**config.mk**
```make
export PLATFORM = sky130hd
export DESIGN_NAME = mp_2ports
export DESIGN_NICKNAME = d
export VERILOG_FILES = /design/src/rtl/mp_pkg.sv /design/src/rtl/mp_2ports.sv
export SDC_FILE = /design/constraint.sdc
export NUM_CORES = 1
export LEC_CHECK = 0
export BUFFER_PORTS_ARGS = -buffer_cell sky130_fd_sc_hd__clkbuf_2
export CELL_PAD_IN_SITES_DETAIL_PLACEMENT = 0
export CELL_PAD_IN_SITES_GLOBAL_PLACEMENT = 1
export CORE_AREA = 2 2 239 241
export CTS_CLUSTER_DIAMETER = 30
export DETAILED_ROUTE_END_ITERATION = 10
export DIE_AREA = 0 0 241 243
export PLACE_DENSITY_LB_ADDON = 0.1
export SLEW_MARGIN = 5
export SYNTH_ARGS = -nofsm -noshare
export SYNTH_HDL_FRONTEND = slang
export SYNTH_SLANG_ARGS = --single-unit
```
**constraint.sdc**
```tcl
create_clock -name clock -period 1.35 [get_ports clock]
set_input_delay 0.135 -clock clock [delete_from_list [all_inputs] [get_ports clock]]
set_output_delay 0.135 -clock clock [all_outputs]
set_load 0.02 [all_outputs]
```
**src/rtl/mp_pkg.sv**
```systemverilog
// Shared definitions for the multipump memory-port family: width defaults and
// the two-phase port-cycle encoding.
package mp_pkg;

  localparam int MP_ADDR_W = 64;
  localparam int MP_DATA_W = 64;
  localparam int MP_BE_W   = MP_DATA_W / 8;

  typedef enum logic {
    PH_P0 = 1'b0,
    PH_P1 = 1'b1
  } phase_t;

endpackage

```
**src/rtl/mp_2ports.sv**
```systemverilog
// Two-port front end over one memory master. It runs on the 2x clock and time-slices
// port 0 (phase 0) and port 1 (phase 1) onto the shared avm request.
module mp_2ports
  import mp_pkg::*;
#(
  parameter int ADDR_W = MP_ADDR_W,
  parameter int DATA_W = MP_DATA_W,
  parameter int BE_W   = DATA_W / 8
) (
  input  logic              clock,
  input  logic              resetn,

  input  logic [ADDR_W-1:0] addr_0,
  input  logic              write_en_0,
  input  logic              read_en_0,
  input  logic [BE_W-1:0]   byte_en_0,
  input  logic [DATA_W-1:0] write_data_0,
  output logic [DATA_W-1:0] read_data_0,

  input  logic [ADDR_W-1:0] addr_1,
  input  logic              write_en_1,
  input  logic              read_en_1,
  input  logic [BE_W-1:0]   byte_en_1,
  input  logic [DATA_W-1:0] write_data_1,
  output logic [DATA_W-1:0] read_data_1,

  output logic [ADDR_W-1:0] avm_addr,
  output logic              avm_write_en,
  output logic              avm_read_en,
  output logic [BE_W-1:0]   avm_byte_en,
  output logic [DATA_W-1:0] avm_write_data,
  input  logic [DATA_W-1:0] avm_read_data
);

  phase_t            r_phase;
  logic              r_pend_0;
  logic              r_pend_1;
  logic [DATA_W-1:0] r_read_data_0;
  logic [DATA_W-1:0] r_read_data_1;

  logic              w_rd_0;
  logic              w_rd_1;
  logic              w_issue_rd_0;
  logic              w_issue_rd_1;

  // A write on the same port in the same cycle takes precedence over the read.
  assign w_rd_0 = read_en_0 & ~write_en_0;
  assign w_rd_1 = read_en_1 & ~write_en_1;

  assign w_issue_rd_0 = (r_phase == PH_P0) & w_rd_0;
  assign w_issue_rd_1 = (r_phase == PH_P1) & w_rd_1;

  always_comb begin
    avm_addr       = addr_0;
    avm_write_en   = write_en_0;
    avm_read_en    = w_rd_0;
    avm_byte_en    = byte_en_0;
    avm_write_data = write_data_0;
    if (r_phase == PH_P1) begin
      avm_addr       = addr_1;
      avm_write_en   = write_en_1;
      avm_read_en    = w_rd_1;
      avm_byte_en    = byte_en_1;
      avm_write_data = write_data_1;
    end
    // Enables are gated directly by reset so no request escapes while it is low.
    avm_write_en = avm_write_en & resetn;
    avm_read_en  = avm_read_en & resetn;
  end

  always_ff @(posedge clock or negedge resetn) begin
    if (!resetn) begin
      r_phase <= PH_P0;
    end else begin
      r_phase <= (r_phase == PH_P0) ? PH_P1 : PH_P0;
    end
  end

  // Each pending flag is only ever set at the end of its own phase, so a set flag
  // means the memory data for that port is on avm_read_data this cycle.
  always_ff @(posedge clock or negedge resetn) begin
    if (!resetn) begin
      r_pend_0      <= 1'b0;
      r_read_data_0 <= '0;
    end else if (r_pend_0) begin
      r_pend_0      <= 1'b0;
      r_read_data_0 <= avm_read_data;
    end else if (w_issue_rd_0) begin
      r_pend_0      <= 1'b1;
    end
  end

  always_ff @(posedge clock or negedge resetn) begin
    if (!resetn) begin
      r_pend_1      <= 1'b0;
      r_read_data_1 <= '0;
    end else if (r_pend_1) begin
      r_pend_1      <= 1'b0;
      r_read_data_1 <= avm_read_data;
    end else if (w_issue_rd_1) begin
      r_pend_1      <= 1'b1;
    end
  end

  assign read_data_0 = r_read_data_0;
  assign read_data_1 = r_read_data_1;

endmodule

```
==> flow_summary.yaml <==
route:
  ant_nets: 0
  drt_first_pass_iters: 4
  wirelength_mm: 49.0
  vias: 6639
  drt-initial-drc-count: 140
  wl_per_cell_um: 25.6
  via_per_inst: 3.47
  route.detailed.drc: 0
global_route:
  grt_pass1_vias: 7189
  grt_max_degree: 71
  grt_use_total_pct: 16.2
  antenna_found_initial: 16
  grt_overflow: 0
  grt_first_pass_wirelength_mm: 63.1
synth:
  synth_top_family_by_area: "multiplexers"
  yosys.area_share.simple_pct: 0.725
  synth_compound_area_share_pct: 0.0763
  synth_top_area_cell: "dfrtp_1"
  muxShareOfSynthArea_pct: 45.5
  ys_seq_area_share_pct: 50.0
  synthCells: 434
  synth_seq_cells: 131
  synth_xor_area_share_pct: 0
  synth_area_um2: 6560
  ys_types: 14
  synth_edf_count: 0
  syn-mean-instance-area_um2: 15.1
  synth.top_cell.area_share_pct: 50.0
  syn_nets: 776
  yosys_warnings: 0
  async_flop_share_pct: 100
  synth_top_cells_by_area: "dfrtp_1 50%, mux2_2 44%, buf_6 1.7%, mux2_1 1.5%, buf_4 1.3%"
  yosys.area_share.adder_pct: 0
  synth_flop_cell: "dfrtp_1"
floorplanning:
  initial_core_util_pct: 11.7
  die_h_um: 243
  fp.dieArea_um2: 58600
  core_um2: 56000
  row_count: 87
  die_w_um: 241
  ioPinCount: 608
power:
  leakage_nw: 6.52
  p_per_area_nw_per_um2: 1060
  peakVddDrop_mv: 0.844
timing:
  fin_crit_sh_pct: 144
  max_freq_ghz: 0.513
  setup_viol: 138
  finalHoldViolCount: 0
  skew_ns: 0.0106
  setup_slack_ns: -0.599
  slew_viol_final: 0
  rsz0062_at_grt: "true"
  finalCriticalPeriod_ns: 1.95
  max_slew_margin_pct: 62.6
  tightest_slew_ns: 0.561
worst_setup_path:
  endpoint_kind: "primary output"
  critPathLaunch: "r_phase"
  cp_top_family: "buffers and inverters"
  slowest_delay_ns: 0.49
  crit_fanout: 8
  cpMaxStageDelayCell: "dfrtp_4"
  cp.arrival_ns: 1.81
  cpMostUsedCell: "buf_12"
  path_buf_inv: 4
  regToRegSetupSlack_ns: 0.12
  start_kind: "flop"
  path_class: "flop to primary output"
  r2r-start: "r_phase"
  cp.required_ns: 1.22
  cp_cell_sequence: "buf_12, buf_12, buf_16, mux2_2, clkbuf_8"
cts:
  clock_latency_ns: 0.43
  root_buffer: "clkbuf_16"
  ctsHtreeMaxLevel: 4
  cts_tree: "built"
  cts_num_sinks: 131
  path_clk_slew_ns: 0.06
  cts-buffers-inserted: 17
  clockBufferDepth: 2
job:
  maxCapViolations: 0
status:
  outcome: "complete, but fails checks"
  violations: "setup timing"
placed_design:
  preCtsSetupSlack_ns: -0.196
  gp_congestion: 0.915
  port_buffers: 607
  dp_hpwl_mm: 41.8
final_layout:
  drive_gt1_share_pct: 82.3
  fin_util_pct: 23.8
  nNetsFinal: 1479
  area_growth_pct: 103
  num-fill-cells: 6151
hold_path:
  hold_path_class: "primary input to asynchronous set/reset pin"
## synth_stat cells (2+ instances only)
cell	instances
mux2_1	9
buf_6	10
nand2b_1	2
buf_2	9
dfrtp_1	131
buf_4	11
mux2_2	255
## registers in the layout (all words and copies together), names as in the netlist
name / flops
read_data_0: 64
r_pend_1: 1
r_pend_0: 1
r_phase: 1
read_data_1: 64
## cell families (layout without fill, tap and decap cells)
logic type | count (synthesis) | after routing
AO/OA/AOI/OAI | 1 | 1
buffers and inverters | 31 | 747
flip-flops | 131 | 131
multiplexers | 265 | 265
other | 0 | 7
AND/OR/NAND/NOR | 6 | 6
## per-layer routing
layer | share of wire (%) | GRT usage (%) | wire (µm)
met5 | 0.027 | 0 | 13
met4 | 0.87 | 2.83 | 428
met2 | 54 | 30.7 | 26700
met3 | 6.2 | 4.09 | 3040
met1 | 38 | 18.0 | 18800
## stage by stage
step	area (µm²)	TNS [ns]	power, mW	cells	hold WS, ns
after global placement	10700	-14.33	8.70	1793	-0.0567
final	13300	-73.19	14.2	1913	0.173
after floorplan	6560	0	6.60	434	-0.161
after global routing	13300	-81.98	14.8	1910	0.176
after detailed placement	10700	-14.74	8.66	1793	-0.0570
after CTS	12900	-80.44	14.3	1903	0.149
## report_power, final
group          internal, mW  leakage [nW]  switching [mW]
Sequential             4.50          1.54           0.291
Clock                  3.25         0.306            1.92
Combinational          1.88          4.68            2.32
Total                  9.63          6.52            4.54
## repair_timing
item,CTS,global route
gates cloned,5,3
hold endpoints to repair,261,0
hold buffers,68,0
resized for setup,158,187
setup buffers,5,3
pin swaps,0,1
endpoints found under the setup margin,138,138
## path summary, 6_finish.rpt
path | cells past startpoint | to
max in group asynchronous | 3 | read_data_0[30]
min in group clock | 3 | r_pend_1
hold reg to reg | 1 | read_data_0[16]
hold / removal | 2 | read_data_0[12]
setup / recovery | 5 | avm_addr[48]
setup reg to reg | 5 | r_pend_1
## cell usage in the layout, fill, tap and decap left out
| cell type | n |
|---|---|
| dlygate4sd3_1 | 68 |
| mux2i_1 | 1 |
| buf_8 | 38 |
| clkbuf_16 | 20 |
| o21ai_2 | 1 |
| clkbuf_1 | 1 |
| mux2_1 | 1 |
| inv_6 | 2 |
| clkbuf_4 | 20 |
| nor3_1 | 1 |
| clkinvlp_4 | 3 |
| nor4b_2 | 1 |
| mux2_4 | 25 |
| nand4b_1 | 1 |
| nand2b_1 | 1 |
| buf_6 | 48 |
| dfrtp_2 | 1 |
| dfrtp_4 | 2 |
| clkbuf_8 | 23 |
| buf_4 | 9 |
| buf_16 | 2 |
| bufbuf_16 | 1 |
| mux2_2 | 238 |
| dfrtp_1 | 128 |
| nor2b_1 | 1 |
| nand2b_4 | 1 |
| clkinv_2 | 1 |
| clkbuf_2 | 485 |
| bufinv_16 | 4 |
| diode_2 | 7 |
| clkinv_4 | 1 |
| inv_2 | 1 |
| buf_12 | 20 |
## final cells by class
cell class / count / area, µm² / area share [%]
timing repair buffer: 714 / 5280 / 39.6
sequential: 131 / 3290 / 24.7
multi-input combinational: 272 / 3140 / 23.6
tap: 756 / 946 / 7.10
clock buffer: 21 / 470 / 3.53
clock inverter: 11 / 174 / 1.31
antenna: 7 / 17.5 / 0.132
inverter: 1 / 3.75 / 0.0282
Note: power is estimated with default switching activity, not from simulation.
